## src/rtl/fwd_hazard_unit_pkg.sv

```systemverilog
// Shared constants and helpers for the operand-forwarding / load-use hazard unit.
package fwd_pkg;

  localparam int REG_AW_DEF = 5;

  localparam int STG_EX = 0;
  localparam int STG_MA = 1;
  localparam int STG_WB = 2;

  // Bit position of (source s, stage k) inside the flattened one-hot select.
  function automatic int unsigned sel_idx(input int unsigned s,
                                          input int unsigned k,
                                          input int unsigned nfwd);
    return s * nfwd + k;
  endfunction

endpackage

```

## src/rtl/fwd_hazard_unit_if.sv

```systemverilog
// ID-stage compare inputs and EX-stage forwarding outputs of the hazard unit.
interface fwd_hazard_unit_if
  import fwd_pkg::*;
#(
  parameter int NSRC   = 2,
  parameter int NFWD   = 3,
  parameter int REG_AW = REG_AW_DEF,
  parameter int CNT_W  = 16
);

  logic [NSRC*REG_AW-1:0] src_adr;
  logic [NSRC-1:0]        src_valid;
  logic [NFWD*REG_AW-1:0] dst_adr;
  logic [NFWD-1:0]        dst_wen;
  logic [NFWD-1:0]        dst_rdy;
  logic                   jmp_purge;
  logic                   stall;
  logic                   rst_pipe;

  logic [NSRC*NFWD-1:0]   fwd_sel_ex;
  logic [NSRC-1:0]        nohit_ex;
  logic                   stall_hz;
  logic                   stall_hz_ex;
  logic                   stall_hz_ex_dly;
  logic [CNT_W-1:0]       stall_cnt;

  modport master (
    output src_adr, src_valid, dst_adr, dst_wen, dst_rdy, jmp_purge, stall, rst_pipe,
    input  fwd_sel_ex, nohit_ex, stall_hz, stall_hz_ex, stall_hz_ex_dly, stall_cnt
  );

  modport slave (
    input  src_adr, src_valid, dst_adr, dst_wen, dst_rdy, jmp_purge, stall, rst_pipe,
    output fwd_sel_ex, nohit_ex, stall_hz, stall_hz_ex, stall_hz_ex_dly, stall_cnt
  );

endinterface

```

## src/rtl/fwd_hazard_unit_match.sv

```systemverilog
// Per-source comparator bank: finds the youngest writing producer and decides
// between forwarding it and flagging a not-ready hazard.
module fwd_match
  import fwd_pkg::*;
#(
  parameter int NFWD   = 3,
  parameter int REG_AW = REG_AW_DEF
) (
  input  logic [REG_AW-1:0]      src_adr,
  input  logic                   src_valid,
  input  logic [NFWD*REG_AW-1:0] dst_adr,
  input  logic [NFWD-1:0]        dst_wen,
  input  logic [NFWD-1:0]        dst_rdy,
  input  logic                   mask_ex,
  output logic [NFWD-1:0]        sel,
  output logic                   nohit,
  output logic                   hazard
);

  logic [NFWD-1:0] raw;

  always_comb begin
    raw = '0;
    for (int k = 0; k < NFWD; k++) begin
      raw[k] = (dst_adr[k*REG_AW +: REG_AW] != '0) &&
               (dst_adr[k*REG_AW +: REG_AW] == src_adr) &&
               src_valid && dst_wen[k] &&
               !((k == STG_EX) && mask_ex);
    end
  end

  // Walk from oldest to youngest so the youngest match overwrites older ones.
  always_comb begin
    sel    = '0;
    nohit  = 1'b1;
    hazard = 1'b0;
    for (int k = NFWD - 1; k >= 0; k--) begin
      if (raw[k]) begin
        sel    = '0;
        sel[k] = dst_rdy[k];
        nohit  = 1'b0;
        hazard = ~dst_rdy[k];
      end
    end
  end

endmodule

```

## src/rtl/fwd_hazard_unit.sv

```systemverilog
// Operand-forwarding and load-use hazard unit at the ID->EX boundary: one
// comparator bank per source, EX-side select registers and a stall counter.
module fwd_hazard_unit
  import fwd_pkg::*;
#(
  parameter int NSRC   = 2,
  parameter int NFWD   = 3,
  parameter int REG_AW = REG_AW_DEF,
  parameter int CNT_W  = 16
) (
  input logic               clk,
  input logic               rst_n,
  fwd_hazard_unit_if.slave  bus
);

  logic [NSRC*NFWD-1:0] sel_vec;
  logic [NSRC-1:0]      nohit_vec;
  logic [NSRC-1:0]      haz_vec;
  logic                 stall_hz;

  logic [NSRC*NFWD-1:0] fwd_sel_q;
  logic [NSRC-1:0]      nohit_q;
  logic [NSRC-1:0]      hz_dly_q;
  logic                 stall_hz_ex_q;
  logic                 stall_hz_ex_dly_q;
  logic [CNT_W-1:0]     stall_cnt_q;

  // Stage 0 holds a bubble after any stall, or after this source's own hazard.
  for (genvar s = 0; s < NSRC; s++) begin : g_src
    fwd_match #(
      .NFWD   (NFWD),
      .REG_AW (REG_AW)
    ) u_match (
      .src_adr   (bus.src_adr[s*REG_AW +: REG_AW]),
      .src_valid (bus.src_valid[s]),
      .dst_adr   (bus.dst_adr),
      .dst_wen   (bus.dst_wen),
      .dst_rdy   (bus.dst_rdy),
      .mask_ex   (stall_hz_ex_q | hz_dly_q[s]),
      .sel       (sel_vec[sel_idx(s, 0, NFWD) +: NFWD]),
      .nohit     (nohit_vec[s]),
      .hazard    (haz_vec[s])
    );
  end

  assign stall_hz = (|haz_vec) & ~bus.jmp_purge;

  always_ff @(posedge clk or negedge rst_n) begin
    if (!rst_n) begin
      fwd_sel_q         <= '0;
      nohit_q           <= '0;
      hz_dly_q          <= '0;
      stall_hz_ex_q     <= 1'b0;
      stall_hz_ex_dly_q <= 1'b0;
      stall_cnt_q       <= '0;
    end else if (bus.rst_pipe) begin
      fwd_sel_q         <= '0;
      nohit_q           <= '0;
      hz_dly_q          <= '0;
      stall_hz_ex_q     <= 1'b0;
      stall_hz_ex_dly_q <= 1'b0;
      stall_cnt_q       <= '0;
    end else if (!bus.stall) begin
      fwd_sel_q         <= sel_vec;
      nohit_q           <= nohit_vec;
      hz_dly_q          <= haz_vec;
      stall_hz_ex_q     <= stall_hz;
      stall_hz_ex_dly_q <= stall_hz_ex_q;
      if (stall_hz && (stall_cnt_q != '1)) begin
        stall_cnt_q <= stall_cnt_q + CNT_W'(1);
      end
    end
  end

  assign bus.fwd_sel_ex      = fwd_sel_q;
  assign bus.nohit_ex        = nohit_q;
  assign bus.stall_hz        = stall_hz;
  assign bus.stall_hz_ex     = stall_hz_ex_q;
  assign bus.stall_hz_ex_dly = stall_hz_ex_dly_q;
  assign bus.stall_cnt       = stall_cnt_q;

endmodule

```

## src/flat_wrapper.sv

```systemverilog
// flat-port wrapper written by rule: the top's interface ports become plain ports
module fwd_hazard_unit_flat import fwd_pkg::*;
#(
  parameter int NSRC   = 2,
  parameter int NFWD   = 3,
  parameter int REG_AW = REG_AW_DEF,
  parameter int CNT_W  = 16
)
  (clk, rst_n, bus_src_adr, bus_src_valid, bus_dst_adr, bus_dst_wen, bus_dst_rdy, bus_jmp_purge, bus_stall, bus_rst_pipe, bus_fwd_sel_ex, bus_nohit_ex, bus_stall_hz, bus_stall_hz_ex, bus_stall_hz_ex_dly, bus_stall_cnt);
  fwd_hazard_unit_if #(.NSRC(NSRC), .NFWD(NFWD), .REG_AW(REG_AW), .CNT_W(CNT_W)) bus_i ();
  input logic clk;
  input logic rst_n;
  input wire logic [$bits(bus_i.src_adr)-1:0] bus_src_adr;
  input wire logic [$bits(bus_i.src_valid)-1:0] bus_src_valid;
  input wire logic [$bits(bus_i.dst_adr)-1:0] bus_dst_adr;
  input wire logic [$bits(bus_i.dst_wen)-1:0] bus_dst_wen;
  input wire logic [$bits(bus_i.dst_rdy)-1:0] bus_dst_rdy;
  input wire logic [$bits(bus_i.jmp_purge)-1:0] bus_jmp_purge;
  input wire logic [$bits(bus_i.stall)-1:0] bus_stall;
  input wire logic [$bits(bus_i.rst_pipe)-1:0] bus_rst_pipe;
  output wire logic [$bits(bus_i.fwd_sel_ex)-1:0] bus_fwd_sel_ex;
  output wire logic [$bits(bus_i.nohit_ex)-1:0] bus_nohit_ex;
  output wire logic [$bits(bus_i.stall_hz)-1:0] bus_stall_hz;
  output wire logic [$bits(bus_i.stall_hz_ex)-1:0] bus_stall_hz_ex;
  output wire logic [$bits(bus_i.stall_hz_ex_dly)-1:0] bus_stall_hz_ex_dly;
  output wire logic [$bits(bus_i.stall_cnt)-1:0] bus_stall_cnt;
  assign bus_i.src_adr = bus_src_adr;
  assign bus_i.src_valid = bus_src_valid;
  assign bus_i.dst_adr = bus_dst_adr;
  assign bus_i.dst_wen = bus_dst_wen;
  assign bus_i.dst_rdy = bus_dst_rdy;
  assign bus_i.jmp_purge = bus_jmp_purge;
  assign bus_i.stall = bus_stall;
  assign bus_i.rst_pipe = bus_rst_pipe;
  assign bus_fwd_sel_ex = bus_i.fwd_sel_ex;
  assign bus_nohit_ex = bus_i.nohit_ex;
  assign bus_stall_hz = bus_i.stall_hz;
  assign bus_stall_hz_ex = bus_i.stall_hz_ex;
  assign bus_stall_hz_ex_dly = bus_i.stall_hz_ex_dly;
  assign bus_stall_cnt = bus_i.stall_cnt;
  fwd_hazard_unit #(.NSRC(NSRC), .NFWD(NFWD), .REG_AW(REG_AW), .CNT_W(CNT_W)) u_core (.clk(clk), .rst_n(rst_n), .bus(bus_i));
endmodule
```

## config.mk

```make
export PLATFORM = sky130hd
export DESIGN_NAME = fwd_hazard_unit_flat
export DESIGN_NICKNAME = d
export VERILOG_FILES = /design/src/rtl/fwd_hazard_unit_pkg.sv /design/src/rtl/fwd_hazard_unit_if.sv /design/src/rtl/fwd_hazard_unit_match.sv /design/src/rtl/fwd_hazard_unit.sv /design/src/flat_wrapper.sv
export SDC_FILE = /design/constraint.sdc
export NUM_CORES = 1
export LEC_CHECK = 0
export ABC_AREA = 1
export CORE_UTILIZATION = 45
export DETAILED_ROUTE_END_ITERATION = 8
export GPL_TIMING_DRIVEN = 0
export PLACE_DENSITY = 0.79
export SETUP_SLACK_MARGIN = 0.1
export SYNTH_ARGS = -nofsm -noshare
export SYNTH_HDL_FRONTEND = slang
export SYNTH_SLANG_ARGS = --single-unit
```

## constraint.sdc

```tcl
create_clock -name clk -period 4.26 [get_ports clk]
set_input_delay 0.852 -clock clk [delete_from_list [all_inputs] [get_ports clk]]
set_output_delay 0.852 -clock clk [all_outputs]
set_load 0.005 [all_outputs]
```

# [Word level (Yosys, flattened, before mapping)]
# Index checks and enable logic that the tools add are counted.
[word_totals] out_inout_bits=27 inputBits=38 register_bits=28
[op_classes] n_eq_ne=8 addsub=1 n_reduce_logical=29 n_mux=31 n_bitwise=7
[ops] cell="2-to-1 mux 16 bit" count=3
[ops] cell="== test 5 bit" count=6
[ops] cell="logical AND 1 bit" count=21
[ops] cell="2-to-1 mux 3 bit" count=6
[ops] cell="adder 16 x 1 -> 16 bit, second input constant" count=1
[ops] cell="2-to-1 mux 1 bit" count=16
[ops] cell="inequality test 16 bit, second input constant" count=1
[ops] cell="nonzero test 5 bit" count=3
[ops] cell="2-to-1 mux 6 bit" count=2
[ops] cell="2-to-1 mux 2 bit" count=4
[ops] cell="inverter 1 bit" count=4
[ops] cell="zero test 1 bit" count=2
[ops] cell="inequality test 2 x 1 -> 1 bit, second input constant" count=1
[ops] cell="OR 1 bit" count=2
[ops] cell="AND reduction 2 bit" count=1
[ops] cell="nonzero test 2 bit" count=1
[ops] cell="OR reduction 2 bit" count=1
[ops] cell="AND 1 bit" count=1

# [Longest topological paths before layout]
[logic_depth] depth_word=13 ltp_mapped=17

# [Cells and area by module]
# Synthesis repeated with hierarchy kept, for this count alone.
[unflattened] cells_unflattened=387 area_unflattened_um2=2362.3
[modules_own_cells] mod="fwd_hazard_unit" cells_per_inst=199 instances=1 area_per_inst_um2=1524.0 seq_area_each_um2=700.7
[modules_own_cells] mod="fwd_match" cells_per_inst=94 instances=2 area_per_inst_um2=419.2 seq_area_each_um2=0.0

# [Least setup slack after synthesis]
# OpenSTA, ideal clock, no wires.
[synth_timing] path_kind="in2out" start="in bus_dst_adr[3]" end="out bus_stall_hz" path_slack_ns=1.632 path_stages=9 arrival_time_ns=1.776 path_cell_list="or2_0 -> nor2_1 -> nor2_1 -> nand2_2 -> nor2_1 -> nand3b_1 -> nand2_1 -> nand2_1 -> inv_1"
[synth_via] elab_chain_len=8 word_cells_on_any_way=15 classes_between="eq/ne (2); mux (2); bitwise (1); reduce/logical (10)"
[synth_rtl] element="from (decl)" line="flat_wrapper.sv:15" rtl="input wire logic [$bits(bus_i.dst_adr)-1:0] bus_dst_adr;"
[synth_rtl] element="== test 5 bit or nonzero test 5 bit (tied branches)" line="fwd_hazard_unit_match.sv:26, fwd_hazard_unit_match.sv:25"
[synth_rtl] element="logical AND 1 bit" line="fwd_hazard_unit_match.sv:25" rtl="raw[k] = (dst_adr[k*REG_AW +: REG_AW] != '0) &&"
[synth_rtl] element="logical AND 1 bit" line="fwd_hazard_unit_match.sv:26" rtl="(dst_adr[k*REG_AW +: REG_AW] == src_adr) &&"
[synth_rtl] element="logical AND 1 bit (2 in series)" line="fwd_hazard_unit_match.sv:27" rtl="src_valid && dst_wen[k] &&"
[synth_rtl] element="2-to-1 mux 1 bit" line="fwd_hazard_unit_match.sv:38" rtl="if (raw[k]) begin"
[synth_rtl] element="OR reduction 2 bit (*)" line="fwd_hazard_unit.sv:46" rtl="assign stall_hz = (|haz_vec) & ~bus.jmp_purge;"
[synth_rtl] element="AND 1 bit (*)" line="fwd_hazard_unit.sv:46"
[synth_rtl] element="to (decl)" line="flat_wrapper.sv:23" rtl="output wire logic [$bits(bus_i.stall_hz)-1:0] bus_stall_hz;"
# Every way passes the cells marked *; elsewhere a longest branch is shown, timed or not.

# [Worst setup path in the final report]
[layout_timing] start="in bus_src_adr[3]" end="out bus_stall_hz"
[layout_via] elab_chain_len=9 word_cells_on_any_way=18 classes_between="eq/ne (3); mux (3); bitwise (1); reduce/logical (11)"
[layout_rtl] element="from (decl)" line="flat_wrapper.sv:13" rtl="input wire logic [$bits(bus_i.src_adr)-1:0] bus_src_adr;"
[layout_rtl] element="== test 5 bit" line="fwd_hazard_unit_match.sv:26"
[layout_rtl] element="logical AND 1 bit" line="fwd_hazard_unit_match.sv:25"
[layout_rtl] element="logical AND 1 bit" line="fwd_hazard_unit_match.sv:26"
[layout_rtl] element="logical AND 1 bit" line="fwd_hazard_unit_match.sv:27"
[layout_rtl] element="2-to-1 mux 1 bit (2 in series)" line="fwd_hazard_unit_match.sv:38"
[layout_rtl] element="2-to-1 mux 1 bit (*)" line="fwd_hazard_unit_match.sv:38"
[layout_rtl] element="OR reduction 2 bit (*)" line="fwd_hazard_unit.sv:46"
[layout_rtl] element="AND 1 bit (*)" line="fwd_hazard_unit.sv:46"
# Marks and branches as above.

==> flow_summary.json <==
{
  "rsz0062_at_grt": "false",
  "status": "complete, but fails checks",
  "peakVddDrop_mv": 0.111,
  "hold_slack_ns": 0.533,
  "crit_fanout": 4,
  "powerDensity_nw_per_um2": 216,
  "cts-root-buf": "clkbuf_8",
  "yosysWarningCount": 0,
  "vias": 2424,
  "swShare": 0.263,
  "utilization": 0.652,
  "slowest_delay_ns": 0.57,
  "syn_inst": 344,
  "die-area_sq_um": 5070,
  "clock_sinks": 28,
  "grt_pass1_wl_um": 9800,
  "cts_max_level": 1,
  "power.switching_uw": 165,
  "p_int_uw": 464,
  "cts.path.max_buffers": 2,
  "antenna_found_initial": 0,
  "crit_start": "bus_src_adr[3]",
  "final_cell_mix": "116 x nand2_1, 62 x clkdlybuf4s50_1, 45 x inv_1",
  "placed_area_sq_um": 2850,
  "syn_nets": 383,
  "fin_setup_tns_ns": 0,
  "crit_chain": "clkdlybuf4s50_1 -> inv_1 -> nand2_1 -> o21ai_0 -> nor2_1 -> nand3_1 -> nand3_1 -> nand3b_1 -> nand2_1 -> nand2_1 -> inv_1 -> clkdlybuf4s50_1",
  "worst_setup_path_start_kind": "input pin",
  "synth_top_area_cell": "dfrtp_1",
  "cts_made_buffers": 3,
  "clk_latency_ns": 0.28,
  "ant_nets": 0,
  "reg2reg_depth": 15,
  "setup.worst_path.end_class": "output port",
  "track_usage": 0.242,
  "r2r_setup_slack_ns": 2.07,
  "finClkSkew_ns": 0.00801,
  "r2r_end": "u_core.bus.stall_cnt[14]$_DFFE_PN0P_",
  "synth_top_area_share": 0.325,
  "hold_viol": 0,
  "worst_path_max_delay_cell": "clkdlybuf4s50_1",
  "pwr-share-comb": 0.225,
  "critPathBufInv": 4,
  "die_h_um": 71.2,
  "clk_pin_slew_ns": 0.10,
  "place_ws_ns": 0.436,
  "synth_edf_count": 0,
  "synth_top_flop_cell": "dfrtp_1",
  "pwr-share-seq": 0.441,
  "violations": "design-rule violations",
  "start_util": 0.482,
  "hold_path_class": "flip-flop to flip-flop",
  "final_common_cell": "nand2_1",
  "fin_crit_ns": 3.84,
  "grt-ovfl-total": 0,
  "crit_end": "bus_stall_hz",
  "fin_nets": 451,
  "path_common_cell": "nand2_1",
  "drt-vias-per-instance": 5.24,
  "syn_avg_cell_area_sq_um": 6.27,
  "cp_data_required_time_ns": 3.41,
  "slew_headroom": 0.569,
  "drt-initial-drc-count": 145,
  "path_class": "input pin to output port",
  "cts_tree": "done",
  "cts-resized-gates": 0,
  "setup_violations": 0,
  "io_pins": 65,
  "drv_slew": 0,
  "crit_cells": 12,
  "die_w_um": 71.2,
  "grt_max_degree": 29,
  "drive_gt1_frac": 0.0438,
  "antennaDiodeCount": 0,
  "grt_pass1_vias": 2287,
  "final_area_sq_um": 2920,
  "wirelength_um": 5780,
  "final_cells": 463,
  "max_freq_mhz": 261,
  "power_uw": 629,
  "syn_area_sq_um": 2160,
  "gp_congestion": 0.955,
  "layout_setup_ws_ns": 0.422,
  "firstDrtPassIters": 7,
  "p_leak_nw": 1.44,
  "maxCapViolations": 0,
  "cts_setup_buffers": 0,
  "arrival_ns": 2.99,
  "ys_top_cells_by_area": "dfrtp_1 33%, nand2_1 20%, nand3_1 10%",
  "ys_types": 31,
  "crit_family": "buffers and inverters",
  "p_clk_frac": 0.334,
  "ys_seq_area_frac": 0.325,
  "portBuffers": 63,
  "ys_ff_latch": 28,
  "floorplan.rows": 24,
  "core_area_sq_um": 4470,
  "async_flop_share": 1.00,
  "reg2reg_from": "u_core.bus.stall_cnt[0]$_DFFE_PN0P_",
  "hpwl_um": 4750,
  "worstMarginPinSlew_ns": 0.647,
  "cts_hold_buffers": 0,
  "drc": 5,
  "period_share": 0.901,
  "placed_cells": 459,
  "area_growth_pct": 35.3,
  "wl_per_cell_um": 12.5
}
## worst min path at each step
stage | cells after the start | slack, ns | from | endpoint
after floorplan | 2 | 0.50 | u_core.bus.fwd_sel_ex[0]$_DFFE_PN0P_ | u_core.bus.fwd_sel_ex[0]$_DFFE_PN0P_
after global placement | 2 | 0.51 | u_core.bus.fwd_sel_ex[3]$_DFFE_PN0P_ | u_core.bus.fwd_sel_ex[3]$_DFFE_PN0P_
after detailed placement | 2 | 0.50 | u_core.bus.fwd_sel_ex[1]$_DFFE_PN0P_ | u_core.bus.fwd_sel_ex[1]$_DFFE_PN0P_
after CTS | 2 | 0.53 | u_core.bus.fwd_sel_ex[1]$_DFFE_PN0P_ | u_core.bus.fwd_sel_ex[1]$_DFFE_PN0P_
after global routing | 2 | 0.55 | u_core.bus.stall_hz_ex_dly$_DFFE_PN0P_ | u_core.bus.stall_hz_ex_dly$_DFFE_PN0P_
final | 2 | 0.53 | u_core.bus.stall_hz_ex_dly$_DFFE_PN0P_ | u_core.bus.stall_hz_ex_dly$_DFFE_PN0P_
## power groups by stage
stage | sequential [mW] | clock, mW | combinational [mW]
finish | 0.277 | 0.210 | 0.142
global route | 0.278 | 0.225 | 0.157
CTS | 0.277 | 0.216 | 0.143
detailed placement | 0.283 | 0 | 0.142
global placement | 0.282 | 0 | 0.140
floorplan | 0.282 | 0 | 0.0648
## cell families after synthesis
| kind of cell | count (synthesis) | synth area share |
|---|---|---|
| and+or+nand+nor | 226 | 0.464 |
| adders and majority gates | 1 | 0.00580 |
| xor gates and xnor gates | 10 | 0.0406 |
| buffers and inverters | 55 | 0.101 |
| AOI/OAI and AO/OA | 24 | 0.0638 |
| DFF | 28 | 0.325 |
## worst min-delay path, stage by stage, from the launching register on
cell	delay (ns)
dfrtp_1	0.35
nand3_1	0.08
o21ai_0	0.07
## Yosys cell counts (3+ instances only)
cell type,count
a21oi_1,3
xnor2_1,6
clkbuf_1,5
nand4_1,8
inv_1,45
o21ai_0,10
nor2_1,39
xor2_1,4
dfrtp_1,28
o22ai_1,6
nand2_1,116
nor3_1,4
nand3_1,44
nand2_2,3
## sequential cells by signal, summed over array words and instances, names as in the netlist
register and count:
u_core.bus.stall_cnt 16, u_core.bus.fwd_sel_ex 6, u_core.bus.nohit_ex 2, u_core.hz_dly_q 2, u_core.bus.stall_hz_ex 1, u_core.bus.stall_hz_ex_dly 1
## layer usage
| layer | GRT usage | share of wire | routed length [um] |
|---|---|---|---|
| met5 | 0 | 0 | 0 |
| met4 | 0.0822 | 0.013 | 74 |
| met3 | 0.0239 | 0.044 | 254 |
| met2 | 0.446 | 0.51 | 2940 |
| met1 | 0.293 | 0.43 | 2510 |
## cell type report
type / count / area (sq um)
Buffer: 7 / 37.5
Multi-Input combinational cell: 261 / 1240
Clock inverter: 1 / 30.0
Inverter: 48 / 180
Timing Repair Buffer: 63 / 626
Sequential cell: 28 / 701
Clock buffer: 3 / 41.3
Fill cell: 419 / 1560
Tap cell: 52 / 65.1
Note: power is estimated with default switching activity, not from simulation.
